`src/rtl/uart_tx_buffered_pkg.sv`:
```
`default_nettype none
// ============================================================================
//  Module   : uart_tx_buffered_pkg
//  Purpose  : Shared FSM encoding, 8N1 frame constants and line-output bundle
//  Revision : 1.0 - initial release
// ============================================================================
package uart_tx_buffered_pkg;

  typedef logic [2:0] state_t;

  localparam state_t S_IDLE    = 3'd0;
  localparam state_t S_START   = 3'd1;
  localparam state_t S_DATA    = 3'd2;
  localparam state_t S_STOP    = 3'd3;
  localparam state_t S_CLEANUP = 3'd4;

  localparam logic START_BIT = 1'b0;
  localparam logic STOP_BIT  = 1'b1;
  localparam int   DATA_BITS = 8;
  localparam int   IDX_W     = $clog2(DATA_BITS);

  typedef logic [DATA_BITS-1:0] uart_byte_t;

  // Registered line outputs travel together so they stay cycle-aligned.
  typedef struct packed {
    logic serial;
    logic active;
    logic done;
  } uart_line_t;

  localparam uart_line_t LINE_IDLE = '{serial: STOP_BIT, active: 1'b0, done: 1'b0};

  function automatic logic in_frame(input state_t state);
    return (state == S_START) || (state == S_DATA) || (state == S_STOP);
  endfunction

endpackage
`default_nettype wire

```
`src/rtl/uart_tx_fifo.sv`:
```
`default_nettype none
// ============================================================================
//  Module   : uart_tx_fifo
//  Purpose  : Synchronous first-word-fall-through byte FIFO for the UART TX path
//  Revision : 1.0 - initial release
// ============================================================================
module uart_tx_fifo
  import uart_tx_buffered_pkg::*;
#(
  parameter int WIDTH = DATA_BITS,
  parameter int DEPTH = 4
) (
  input  logic                     i_Clock,
  input  logic                     i_Rst_L,
  input  logic                     i_Push,
  input  logic [WIDTH-1:0]         i_Data,
  input  logic                     i_Pop,
  output logic [WIDTH-1:0]         o_Data,
  output logic                     o_Full,
  output logic                     o_Empty,
  output logic [$clog2(DEPTH):0]   o_Count
);

  localparam int AW = $clog2(DEPTH);
  localparam int CW = AW + 1;
  localparam logic [CW-1:0] c_DEPTH = CW'(DEPTH);

  logic [WIDTH-1:0] r_mem [DEPTH];
  logic [AW-1:0]    r_wr_ptr;
  logic [AW-1:0]    r_rd_ptr;
  logic [CW-1:0]    r_count;
  logic             w_push;
  logic             w_pop;

  // Guards live here too, so a full push or empty pop can never corrupt state.
  assign o_Full  = (r_count == c_DEPTH);
  assign o_Empty = (r_count == '0);
  assign w_push  = i_Push && !o_Full;
  assign w_pop   = i_Pop && !o_Empty;
  assign o_Data  = r_mem[r_rd_ptr];
  assign o_Count = r_count;

  always_ff @(posedge i_Clock) begin
    if (w_push) begin
      r_mem[r_wr_ptr] <= i_Data;
    end
  end

  always_ff @(posedge i_Clock or negedge i_Rst_L) begin
    if (!i_Rst_L) begin
      r_wr_ptr <= '0;
      r_rd_ptr <= '0;
      r_count  <= '0;
    end else begin
      if (w_push) begin
        r_wr_ptr <= r_wr_ptr + AW'(1);
      end
      if (w_pop) begin
        r_rd_ptr <= r_rd_ptr + AW'(1);
      end
      case ({w_push, w_pop})
        2'b10:   r_count <= r_count + CW'(1);
        2'b01:   r_count <= r_count - CW'(1);
        default: r_count <= r_count;
      endcase
    end
  end

endmodule
`default_nettype wire

```
`src/rtl/uart_tx_buffered.sv`:
```
`default_nettype none
// ============================================================================
//  Module   : uart_tx_buffered
//  Purpose  : 8N1 UART transmitter fed from a small byte FIFO
//  Revision : 1.0 - initial release
// ============================================================================
module uart_tx_buffered
  import uart_tx_buffered_pkg::*;
#(
  parameter int CLKS_PER_BIT = 87,
  parameter int FIFO_DEPTH   = 4
) (
  input  logic                          i_Clock,
  input  logic                          i_Rst_L,
  input  logic                          i_TX_DV,
  input  logic [7:0]                    i_TX_Byte,
  output logic                          o_TX_Ready,
  output logic                          o_TX_Serial,
  output logic                          o_TX_Active,
  output logic                          o_TX_Done,
  output logic                          o_TX_Overrun,
  output logic [$clog2(FIFO_DEPTH):0]   o_FIFO_Count
);

  localparam int CNT_W = $clog2(CLKS_PER_BIT);
  localparam int FC_W  = $clog2(FIFO_DEPTH) + 1;

  localparam logic [CNT_W-1:0] c_BIT_LAST = CNT_W'(CLKS_PER_BIT - 1);
  localparam logic [IDX_W-1:0] c_IDX_LAST = IDX_W'(DATA_BITS - 1);
  localparam logic [FC_W-1:0]  c_DEPTH    = FC_W'(FIFO_DEPTH);

  logic             r_rst_n;
  state_t           r_state;
  logic [CNT_W-1:0] r_clk_cnt;
  logic [IDX_W-1:0] r_bit_idx;
  uart_byte_t       r_shift;
  uart_line_t       r_line;
  uart_line_t       w_line;
  logic             r_overrun;

  uart_byte_t       w_fifo_data;
  logic             w_fifo_full;
  logic             w_fifo_empty;
  logic [FC_W-1:0]  w_fifo_count;
  logic             w_pop;
  logic             w_bit_end;

  // Reset asserts asynchronously and releases on the next clock edge.
  always_ff @(posedge i_Clock or negedge i_Rst_L) begin
    if (!i_Rst_L) begin
      r_rst_n <= 1'b0;
    end else begin
      r_rst_n <= 1'b1;
    end
  end

  assign w_pop     = (r_state == S_IDLE) && !w_fifo_empty;
  assign w_bit_end = (r_clk_cnt == c_BIT_LAST);

  uart_tx_fifo #(
    .WIDTH (DATA_BITS),
    .DEPTH (FIFO_DEPTH)
  ) u_fifo (
    .i_Clock (i_Clock),
    .i_Rst_L (r_rst_n),
    .i_Push  (i_TX_DV),
    .i_Data  (i_TX_Byte),
    .i_Pop   (w_pop),
    .o_Data  (w_fifo_data),
    .o_Full  (w_fifo_full),
    .o_Empty (w_fifo_empty),
    .o_Count (w_fifo_count)
  );

  always_ff @(posedge i_Clock or negedge r_rst_n) begin
    if (!r_rst_n) begin
      r_state   <= S_IDLE;
      r_clk_cnt <= '0;
      r_bit_idx <= '0;
      r_shift   <= '0;
    end else begin
      case (r_state)
        S_IDLE: begin
          r_clk_cnt <= '0;
          r_bit_idx <= '0;
          if (w_pop) begin
            r_shift <= w_fifo_data;
            r_state <= S_START;
          end
        end
        S_START: begin
          if (w_bit_end) begin
            r_clk_cnt <= '0;
            r_bit_idx <= '0;
            r_state   <= S_DATA;
          end else begin
            r_clk_cnt <= r_clk_cnt + CNT_W'(1);
          end
        end
        S_DATA: begin
          if (w_bit_end) begin
            r_clk_cnt <= '0;
            if (r_bit_idx == c_IDX_LAST) begin
              r_bit_idx <= '0;
              r_state   <= S_STOP;
            end else begin
              r_bit_idx <= r_bit_idx + IDX_W'(1);
            end
          end else begin
            r_clk_cnt <= r_clk_cnt + CNT_W'(1);
          end
        end
        S_STOP: begin
          if (w_bit_end) begin
            r_clk_cnt <= '0;
            r_state   <= S_CLEANUP;
          end else begin
            r_clk_cnt <= r_clk_cnt + CNT_W'(1);
          end
        end
        S_CLEANUP: begin
          r_state <= S_IDLE;
        end
        default: begin
          r_state <= S_IDLE;
        end
      endcase
    end
  end

  always_comb begin
    w_line        = LINE_IDLE;
    w_line.active = in_frame(r_state);
    case (r_state)
      S_START:   w_line.serial = START_BIT;
      S_DATA:    w_line.serial = r_shift[r_bit_idx];
      S_STOP:    w_line.serial = STOP_BIT;
      S_CLEANUP: w_line.done   = 1'b1;
      default:   w_line.serial = STOP_BIT;
    endcase
  end

  // Outputs lag the state by one cycle, giving the two-edge write-to-start latency.
  always_ff @(posedge i_Clock or negedge r_rst_n) begin
    if (!r_rst_n) begin
      r_line    <= LINE_IDLE;
      r_overrun <= 1'b0;
    end else begin
      r_line    <= w_line;
      r_overrun <= i_TX_DV && w_fifo_full;
    end
  end

  assign o_TX_Serial  = r_line.serial;
  assign o_TX_Active  = r_line.active;
  assign o_TX_Done    = r_line.done;
  assign o_TX_Overrun = r_overrun;
  assign o_FIFO_Count = w_fifo_count;
  assign o_TX_Ready   = (w_fifo_count != c_DEPTH);

endmodule
`default_nettype wire

```
`config.mk`:
```
export PLATFORM = sky130hd
export DESIGN_NAME = uart_tx_buffered
export DESIGN_NICKNAME = d
export VERILOG_FILES = /design/src/rtl/uart_tx_buffered_pkg.sv /design/src/rtl/uart_tx_fifo.sv /design/src/rtl/uart_tx_buffered.sv
export SDC_FILE = /design/constraint.sdc
export NUM_CORES = 1
export LEC_CHECK = 0
export CAP_MARGIN = 20
export CORE_MARGIN = 2
export CORE_UTILIZATION = 50
export CTS_BUF_LIST = sky130_fd_sc_hd__clkbuf_4 sky130_fd_sc_hd__clkbuf_8
export DETAILED_ROUTE_END_ITERATION = 16
export PLACE_DENSITY = 0.69
export SYNTH_ARGS = -nofsm -noshare
export SYNTH_HDL_FRONTEND = slang
export SYNTH_SLANG_ARGS = --single-unit
export TNS_END_PERCENT = 50
```
`constraint.sdc`:
```
create_clock -name i_Clock -period 1.5 [get_ports i_Clock]
set_input_delay 0.3 -clock i_Clock [delete_from_list [all_inputs] [get_ports i_Clock]]
set_output_delay 0.3 -clock i_Clock [all_outputs]
set_load 0.005 [all_outputs]
```
==> results of run 1 <==
## layout by cell type, fill, tap and decap left out, drive strengths merged, types with 3 or more instances in the layout
master         instances
ha                     9
mux2i                  3
clkdlybuf4s50         11
mux2                   9
clkbuf                 9
nor3                   6
dfrtp                 32
and3                   6
nand2                 12
xnor2                  4
nor2                  12
mux4                  10
buf                   29
a21oi                  4
o21ai                  6
xor2                   4
inv                    8
dlymetal6s2s           3
nand3                  3
edfxtp                32
## worst max-delay path, stage by stage, from the launching register on
cell	delay [ns]
dfrtp_1	0.41
nor4_4	0.36
ha_4	0.19
inv_2	0.03
fa_2	0.32
xor2_1	0.15
nor2_1	0.12
xor2_1	0.15
## area by class of cell
cell class | instances | area [µm²] | area share, %
Clock buffer | 9 | 124 | 3.44
Timing Repair Buffer | 46 | 475 | 13.2
Inverter | 8 | 30.0 | 0.835
Tap cell | 72 | 90.1 | 2.50
Sequential cell | 65 | 1790 | 49.7
Clock inverter | 6 | 83.8 | 2.33
Multi-Input combinational cell | 106 | 1000 | 27.9
## cell families (layout without fill, tap and decap cells)
logic type	count (synthesis)	in the layout
other	1	1
flip-flops	65	65
AND/OR/NAND/NOR	47	47
buffers and inverters	15	69
adder cells (fa/ha/maj)	10	10
XOR/XNOR	8	8
multiplexers	22	22
AO/OA/AOI/OAI	18	18
## flip-flops by register name, summed over array words and instances (netlist names), 2 cells and up
signal	count
r_bit_idx	3
u_fifo.r_wr_ptr	2
r_state	3
r_shift	8
u_fifo.r_rd_ptr	2
u_fifo.o_Count	3
u_fifo.r_mem	32
r_clk_cnt	7
## metal layers
metal,wire length (µm),global-route usage (%)
met2,2920,34.1
met5,0,0
met1,2080,22.3
met4,58,8.60
met3,187,5.06
## power breakdown
| part | switching, mW | internal (mW) |
|---|---|---|
| clock network | 0.655 | 0.917 |
| logic | 0.717 | 0.931 |
| registers | 0.242 | 2.29 |
| total | 1.61 | 4.14 |
## worst max-delay path by stage
stage | endpoint | slack (ns)
after floorplan | u_fifo.o_Count[2]$_DFFE_PN0P_ | -0.36
after global placement | u_fifo.o_Count[2]$_DFFE_PN0P_ | -0.33
after detailed placement | u_fifo.o_Count[2]$_DFFE_PN0P_ | -0.43
after CTS | u_fifo.o_Count[2]$_DFFE_PN0P_ | -0.34
after global routing | u_fifo.o_Count[2]$_DFFE_PN0P_ | -0.40
final | u_fifo.o_Count[2]$_DFFE_PN0P_ | -0.32
## per-stage QoR
step / TNS (ns) / cell area (µm²) / cells / setup WS (ns)
final: -2.14 / 3600 / 312 / -0.318
after global routing: -3.19 / 3600 / 312 / -0.402
after CTS: -1.17 / 3550 / 310 / -0.344
after detailed placement: -2.58 / 3290 / 293 / -0.429
after global placement: -1.85 / 3290 / 293 / -0.328
after floorplan: -0.600 / 2820 / 186 / -0.357
## what timing repair did
item | 4_1_cts | 5_1_grt
resized for setup | 17 | 13
buffers inserted | 2 | 2
setup endpoints to repair | 16 | 27
pin swaps | 7 | 4
==> run_results.csv, run 1 <==
group,metric,value,unit
layout,antennaDiodeCount,0,
timing,rsz0062_at_grt,"true",
global_route,grt_max_degree,33,
cts,clock_path_buffers,2,
status,violations,"negative setup slack",
synthesis,synth-simple-area-share,8.54,%
setup_path,arrival,2.08,ns
cts,clk_latency,0.34,ns
synthesis,synthArstFlopShare,50.8,%
hold_path,hold_class,"in -> async",
setup_path,start_kind,"flip-flop",
layout,nets,257,
global_route,antenna_found_initial,0,
synthesis,synthCells,186,
synthesis,syn_area_per_cell,14.9,µm²
layout,layout-drive-gt1-share,31.3,%
power_and_ir_drop,leakagePower,1.48,nW
placement,io_buffers,18,
route,via_per_inst,5.46,
route,drt-initial-drc-count,151,
timing,clock-skew-final,0.00669,ns
global_route,grt_usage,19.4,%
timing,hold_viol_final,0,
cts,cts_root_buf,"clkbuf_8",
synthesis,synthFlopType,"edfxtp_1",
route,routedWlPerCell,16.8,µm
setup_path,reg2regPathDepth,7,
power_and_ir_drop,irDropWorstVdd,0.855,mV
timing,clock.fmax,0.550,GHz
synthesis,synth_common_cells,"dfrtp_1, edfxtp_1, nand2_1, nor2_1, mux4_2",
setup_path,path_class,"reg -> reg",
layout,area_delta_synth_final,29.9,%
route,routed_wl,5.25,mm
layout,n_fill_cell,369,
synthesis,synth-seq-area-share,64.5,%
route,first_pass_iters,4,
route,vias,1702,
placement,routabilityCongestion,0.752,
synthesis,yosys_warnings,0,
timing,drv_slew,0,
timing,setup_viol,36,
timing,whs,0.102,ns
setup_path,critPathMaxFanout,2,
synthesis,synth_seq_cells,65,
synthesis,synth_edf_count,32,
setup_path,r2r_slack,-0.32,ns
setup_path,cp_data_required_time,1.76,ns
die,die_w,78.4,µm
synthesis,synth_compound_gate_area_share,4.34,%
synthesis,netlist_top_cells_area,"edfxtp_1, dfrtp_1, mux4_2",
timing,fin_crit,1.82,ns
setup_path,r2r-end,"u_fifo.o_Count[2]$_DFFE_PN0P_",
die,floorplan.initialDensity,50.9,%
synthesis,synth_top_family_by_area,"multiplexers",
power_and_ir_drop,totalPowerFinal,5.75,mW
layout,final_util,66.1,%
global_route,grt_pass1_wl,8.82,mm
cts,h-tree-depth,3,
cts,numCtsBuffers,9,
route,antenna_left,0,
synthesis,synth_top_area_cell,"edfxtp_1",
setup_path,r2r_start,"r_state[1]$_DFFE_PN0P_",
timing,setup_ws,-0.318,ns
global_route,grt_overflow,0,
die,die_y,78.4,µm
synthesis,synth_top_cell_area_share,34.7,%
synthesis,synth_area,0.00277,mm²
cts,clk_pin_slew,0.07,ns
setup_path,timing.critical_path.from,"r_state[1]$_DFFE_PN0P_",
synthesis,ys_types,37,
power_and_ir_drop,p_per_area,1600,mW/mm²
die,coreArea,0.00544,mm²
synthesis,synth-adder-area-share,4.79,%
cts,postCtsHoldBufs,0,
job,drv_cap,0,
placement,hpwl,3.63,mm
die,ios,19,
cts,cts_tree,"yes",
synthesis,synth_nets,207,
status,status,"finished with violations",
die,dieArea,0.00615,mm²
global_route,grt_pass1_vias,1850,
die,rows,27,
synthesis,muxShareOfSynthArea,12.9,%
synthesis,synthXorXnorAreaFrac,2.53,%
timing,fin_crit_sh,121,%
cts,cts.sinks,65,
route,post-route-drc-count,0,
setup_path,critPathCaptureType,"flip-flop",
No activity file was read; power rests on OpenSTA's default activity.
==> run 2, diff against run 1 <==
CORE_UTILIZATION = 35   (was 50)
PLACE_DENSITY = default   (was 0.69)
==> run 2 against run 1 <==
The flow still finishes with violations (negative setup slack). Setup slack got worse by 0.0091 ns. Clock power fell by 18%. Fmax fell by 0.50%. Register-to-register slack barely moved. Design area rose by 0.70%. Clock skew rose by 0.0051 ns. Via count fell by 4.6%. Sequential share of layout area fell by 0.31 points. Critical path depth rose by 2. Global-route usage fell by 6.9 points. Sequential power barely moved. Largest power group unchanged.
==> run_results.csv, run 2 (same netlist as run 1, synthesis figures left out) <==
group,metric,value,unit
cts,numCtsBuffers,9,
cts,clk_latency,0.33,ns
route,vias,1624,
timing,clock.fmax,0.547,GHz
placement,io_buffers,18,
cts,cts.sinks,65,
route,antenna_left,0,
timing,setup_viol,13,
setup_path,arrival,2.08,ns
hold_path,hold_class,"in -> async",
setup_path,max_stage_delay,0.41,ns
cts,cts_root_buf,"clkbuf_8",
timing,setup_ws,-0.327,ns
layout,area_delta_synth_final,30.8,%
power_and_ir_drop,totalPowerFinal,5.45,mW
setup_path,path_class,"reg -> reg",
route,via_per_inst,4.71,
setup_path,cp_data_required_time,1.76,ns
layout,mostFrequentLayoutCells,"edfxtp_1, dfrtp_1, buf_4",
job,drv_cap,0,
cts,clock_path_buffers,2,
route,routedWlPerCell,14.0,µm
die,coreArea,0.00769,mm²
cts,h-tree-depth,3,
cts,cts_tree,"yes",
setup_path,start_kind,"flip-flop",
die,die_w,93.0,µm
die,ios,19,
timing,drv_slew,0,
die,rows,32,
global_route,antenna_found_initial,0,
route,drt-initial-drc-count,62,
layout,final_util,47.1,%
global_route,grt_overflow,0,
setup_path,cp.depth,9,
die,die_y,93.0,µm
layout,reg_top3,"u_fifo.r_mem x32, r_shift x8, r_clk_cnt x7",
global_route,grt_usage,12.5,%
power_and_ir_drop,irDropWorstVdd,0.714,mV
placement,hpwl,3.17,mm
layout,antennaDiodeCount,0,
setup_path,critPathMaxFanout,4,
route,first_pass_iters,4,
setup_path,cp_slowest_cell,"dfrtp_2",
power_and_ir_drop,leakagePower,1.46,nW
layout,nets,259,
layout,layout-drive-gt1-share,32.9,%
layout,final_common_cell,"edfxtp_1",
layout,n_fill_cell,701,
die,dieArea,0.00864,mm²
placement,place_inst,322,
die,floorplan.initialDensity,36.0,%
setup_path,reg2regPathDepth,9,
global_route,grt_pass1_vias,1619,
setup_path,worstPathCellList,"buf_6 -> nor3_4 -> nor4_4 -> ha_4 -> inv_2 -> fa_2 -> xor2_1 -> nor2_1 -> xor2_1",
status,status,"finished with violations",
timing,rsz0062_at_grt,"true",
timing,fin_crit_sh,122,%
power_and_ir_drop,p_per_area,1500,mW/mm²
route,post-route-drc-count,0,
setup_path,cp_common_cell,"xor2_1",
timing,tns,-1.04,ns
global_route,grt_max_degree,33,
timing,fin_crit,1.83,ns
setup_path,crit_family,"adder cells",
status,violations,"negative setup slack",
layout,ff_latch_area,0.00179,mm²
global_route,grt_pass1_wl,8.14,mm
cts,postCtsHoldBufs,0,
layout,largest_reg_flops,32,
layout,largest-register,"u_fifo.r_mem",
layout,multiInputGateArea,990,µm²
timing,whs,0.0966,ns
setup_path,critPathCaptureType,"flip-flop",
placement,routabilityCongestion,0.746,
cts,clk_pin_slew,0.07,ns
layout,fin_cells,345,
timing,clock-skew-final,0.0118,ns
route,routed_wl,4.83,mm
setup_path,cp_num_buf_inv,2,
timing,hold_viol_final,0,
run 2: cell count changes in the layout (fill, tap and decap cells not counted), sizes merged:
cell / previous run / this run
dlymetal6s2s: 3 / 2
bufinv: 2 / 0
inv: 8 / 9
clkbuf: 9 / 12
buf: 29 / 31
run 2: worst paths after layout:
check                                              start                             end  slack, ns
min in group i_Clock              r_shift[7]$_DFFE_PN0P_          r_shift[7]$_DFFE_PN0P_       0.53
min reg2reg                            r_rst_n$_DFF_PN0_  u_fifo.r_wr_ptr[0]$_DFFE_PN0P_       0.27
max                        u_fifo.o_Count[0]$_DFFE_PN0P_   u_fifo.o_Count[2]$_DFFE_PN0P_      -0.33
min                                              i_Rst_L               r_rst_n$_DFF_PN0_        0.1
max in group asynchronous              r_rst_n$_DFF_PN0_           o_TX_Serial$_DFF_PN1_       0.88
max reg2reg                u_fifo.o_Count[0]$_DFFE_PN0P_   u_fifo.o_Count[2]$_DFFE_PN0P_      -0.33
run 2: where the power goes:
part           switching, mW  internal (mW)  total, mW
Clock                  0.649          0.633       1.28
Combinational          0.679          0.961       1.64
Sequential             0.236           2.29       2.53
Total                   1.57           3.89       5.45
run 2: area by class of cell:
class                      count  area share [%]
clock buffer                  11            3.83
timing repair buffer          48            14.2
tap                          102            3.52
clock inverter                 5           0.898
multi-input combinational    106            27.3
sequential                    65            49.4
inverter                       8           0.829
run 2: what timing repair did:
item / CTS / global route
gates resized for setup: 12 / 19
pin swaps: 2 / 4
gates cloned: 0 / 1
endpoints found under the hold margin: 0 / 0
setup endpoints to repair: 11 / 25
buffers inserted: 5 / 2
run 2: through the flow:
stage,cell area [µm²],worst slack [ns]
after CTS,3540,-0.364
after global placement,3320,-0.341
after detailed placement,3320,-0.366
after floorplan,2820,-0.357
final,3620,-0.327
after global routing,3620,-0.471
run 2: layer usage:
layer,GRT usage (%),wire length [µm],up-vias
met3,4.39,159,5
met4,5.51,48,0
met2,19.8,2420,19
met1,15.5,2200,809
met5,0,0,-
li1,-,-,791
==> run 3, diff against run 2 <==
PLACE_DENSITY = 0.59   (was default)
clock period = 2 ns   (was 1.5 ns; I/O delays follow)
==> run 3 against run 2 <==
Largest cell class unchanged. Sequential power is 25% lower. Largest power group unchanged. Design area down 7.2%. Register-to-register slack improved by 0.44 ns. Critical path type unchanged. Core utilization shrank 3.4 points. The run now ends clean. Clock skew fell by 0.0013 ns. Setup slack improved by 0.44 ns. Count of clock-buffer cells in the layout fell by 1. Combinational power is 45% lower. Worst hold slack improved by 0.099 ns.
==> run_results.csv, run 3 (same netlist as run 1, synthesis figures left out) <==
group,metric,value,unit
die,floorplan.initialDensity,36.0,%
setup_path,max_stage_delay,0.42,ns
layout,area_delta_synth_final,21.4,%
route,drt-initial-drc-count,44,
setup_path,crit_family,"adder cells",
timing,fin_crit,1.89,ns
timing,tightestPinTransition,0.519,ns
timing,setup_viol,0,
layout,nets,241,
cts,cts_tree,"yes",
die,dieArea,0.00864,mm²
die,coreArea,0.00769,mm²
hold_path,hold_class,"in -> async",
route,vias,1556,
die,rows,32,
cts,h-tree-depth,3,
layout,fin_cells,327,
setup_path,start_kind,"flip-flop",
cts,cts.sinks,65,
route,routedWlPerCell,14.4,µm
cts,cts_setup_buffers,0,
setup_path,arrival,2.15,ns
layout,final_common_cell,"edfxtp_1",
global_route,grt_usage,12.4,%
timing,setup_ws,0.113,ns
placement,place_inst,311,
placement,hpwl,3.15,mm
die,die_w,93.0,µm
cts,numCtsBuffers,9,
cts,clk_pin_slew,0.08,ns
layout,antennaDiodeCount,0,
layout,largest-register,"u_fifo.r_mem",
timing,rsz0062_at_grt,"false",
timing,tns,0,ns
cts,clk_latency,0.34,ns
global_route,grt_pass1_vias,1577,
placement,routabilityCongestion,0.708,
timing,slew_headroom,65.2,%
timing,hold_viol_final,0,
timing,fin_crit_sh,94.4,%
global_route,antenna_found_initial,0,
route,post-route-drc-count,0,
route,first_pass_iters,4,
setup_path,path_class,"reg -> reg",
power_and_ir_drop,irDropWorstVdd,0.516,mV
route,routed_wl,4.71,mm
setup_path,cp_common_cell,"xor2_1",
layout,final_util,43.8,%
cts,postCtsHoldBufs,0,
setup_path,critPathCaptureType,"flip-flop",
die,die_y,93.0,µm
route,antenna_left,0,
setup_path,reg2regPathDepth,7,
power_and_ir_drop,p_per_area,1160,mW/mm²
setup_path,cp.depth,7,
global_route,grt_overflow,0,
setup_path,cp_data_required_time,2.26,ns
layout,largest_reg_flops,32,
die,ios,19,
route,via_per_inst,4.76,
placement,io_buffers,18,
cts,cts_root_buf,"clkbuf_8",
setup_path,cp_num_buf_inv,1,
status,status,"finished, final reports clean",
setup_path,critPathMaxFanout,2,
job,drv_cap,0,
cts,clock_path_buffers,2,
timing,clock.fmax,0.530,GHz
layout,reg_top3,"u_fifo.r_mem x32, r_shift x8, r_clk_cnt x7",
layout,layout-drive-gt1-share,23.6,%
setup_path,worstPathCellList,"nor4_4 -> ha_2 -> inv_1 -> fa_1 -> xor2_1 -> nor2_1 -> xor2_1",
placement,dp_slack,-0.0190,ns
global_route,grt_max_degree,33,
layout,mostFrequentLayoutCells,"edfxtp_1, dfrtp_1, clkdlybuf4s50_1",
timing,clock-skew-final,0.0105,ns
global_route,grt_pass1_wl,7.98,mm
setup_path,cp_slowest_cell,"dfrtp_1",
timing,drv_slew,0,
power_and_ir_drop,leakagePower,1.31,nW
[run 3: layout make-up]
type | count | area, µm²
clock buffers | 10 | 131
clock inverters | 6 | 67.6
fillers | 714 | 4320
inverters | 8 | 30.0
multi-input cells | 106 | 947
flip-flops and latches | 65 | 1790
well taps | 102 | 128
repair buffers | 30 | 270
[run 3: timing repair]
| action | in CTS | in global routing |
|---|---|---|
| resized for setup | 0 | 5 |
| setup endpoints to repair | 0 | 2 |
| hold endpoints to repair | 0 | 0 |
[run 3: final timing paths]
check                                       start                       endpoint  slack, ns
setup / recovery           r_state[1]$_DFFE_PN0P_  u_fifo.o_Count[2]$_DFFE_PN0P_       0.11
hold / removal                            i_Rst_L              r_rst_n$_DFF_PN0_       0.20
setup reg to reg           r_state[1]$_DFFE_PN0P_  u_fifo.o_Count[2]$_DFFE_PN0P_       0.11
hold reg to reg                 r_rst_n$_DFF_PN0_         o_TX_Overrun$_DFF_PN0_       0.27
max in group asynchronous       r_rst_n$_DFF_PN0_          o_TX_Serial$_DFF_PN1_       1.38
min in group i_Clock       r_shift[2]$_DFFE_PN0P_         r_shift[2]$_DFFE_PN0P_       0.51
[run 3: report_power, final]
part           switching (mW)  total [mW]  internal [mW]
clock                   0.509        1.10          0.594
combinational           0.415       0.902          0.486
sequential              0.198        1.91           1.72
total                    1.12        3.92           2.80
[run 3: metal layers]
layer / GRT usage [%] / share of wire (%) / vias up / wire [µm]
met4: 3.31 / 0.64 / 0 / 30
met5: 0 / 0 / - / 0
li1: - / - / 751 / -
met3: 5.13 / 3.7 / 4 / 172
met1: 15.7 / 46 / 781 / 2160
met2: 19.6 / 50 / 20 / 2350
[run 3: per-stage QoR]
step	power, mW	instance area (µm²)	hold slack (ns)
2_1_floorplan	2.48	2790	0.104
3_3_place_gp	2.81	3150	0.284
3_5_place_dp	2.84	3150	0.287
4_1_cts	3.96	3350	0.177
5_1_grt	4.18	3360	0.171
6_report	3.92	3360	0.195
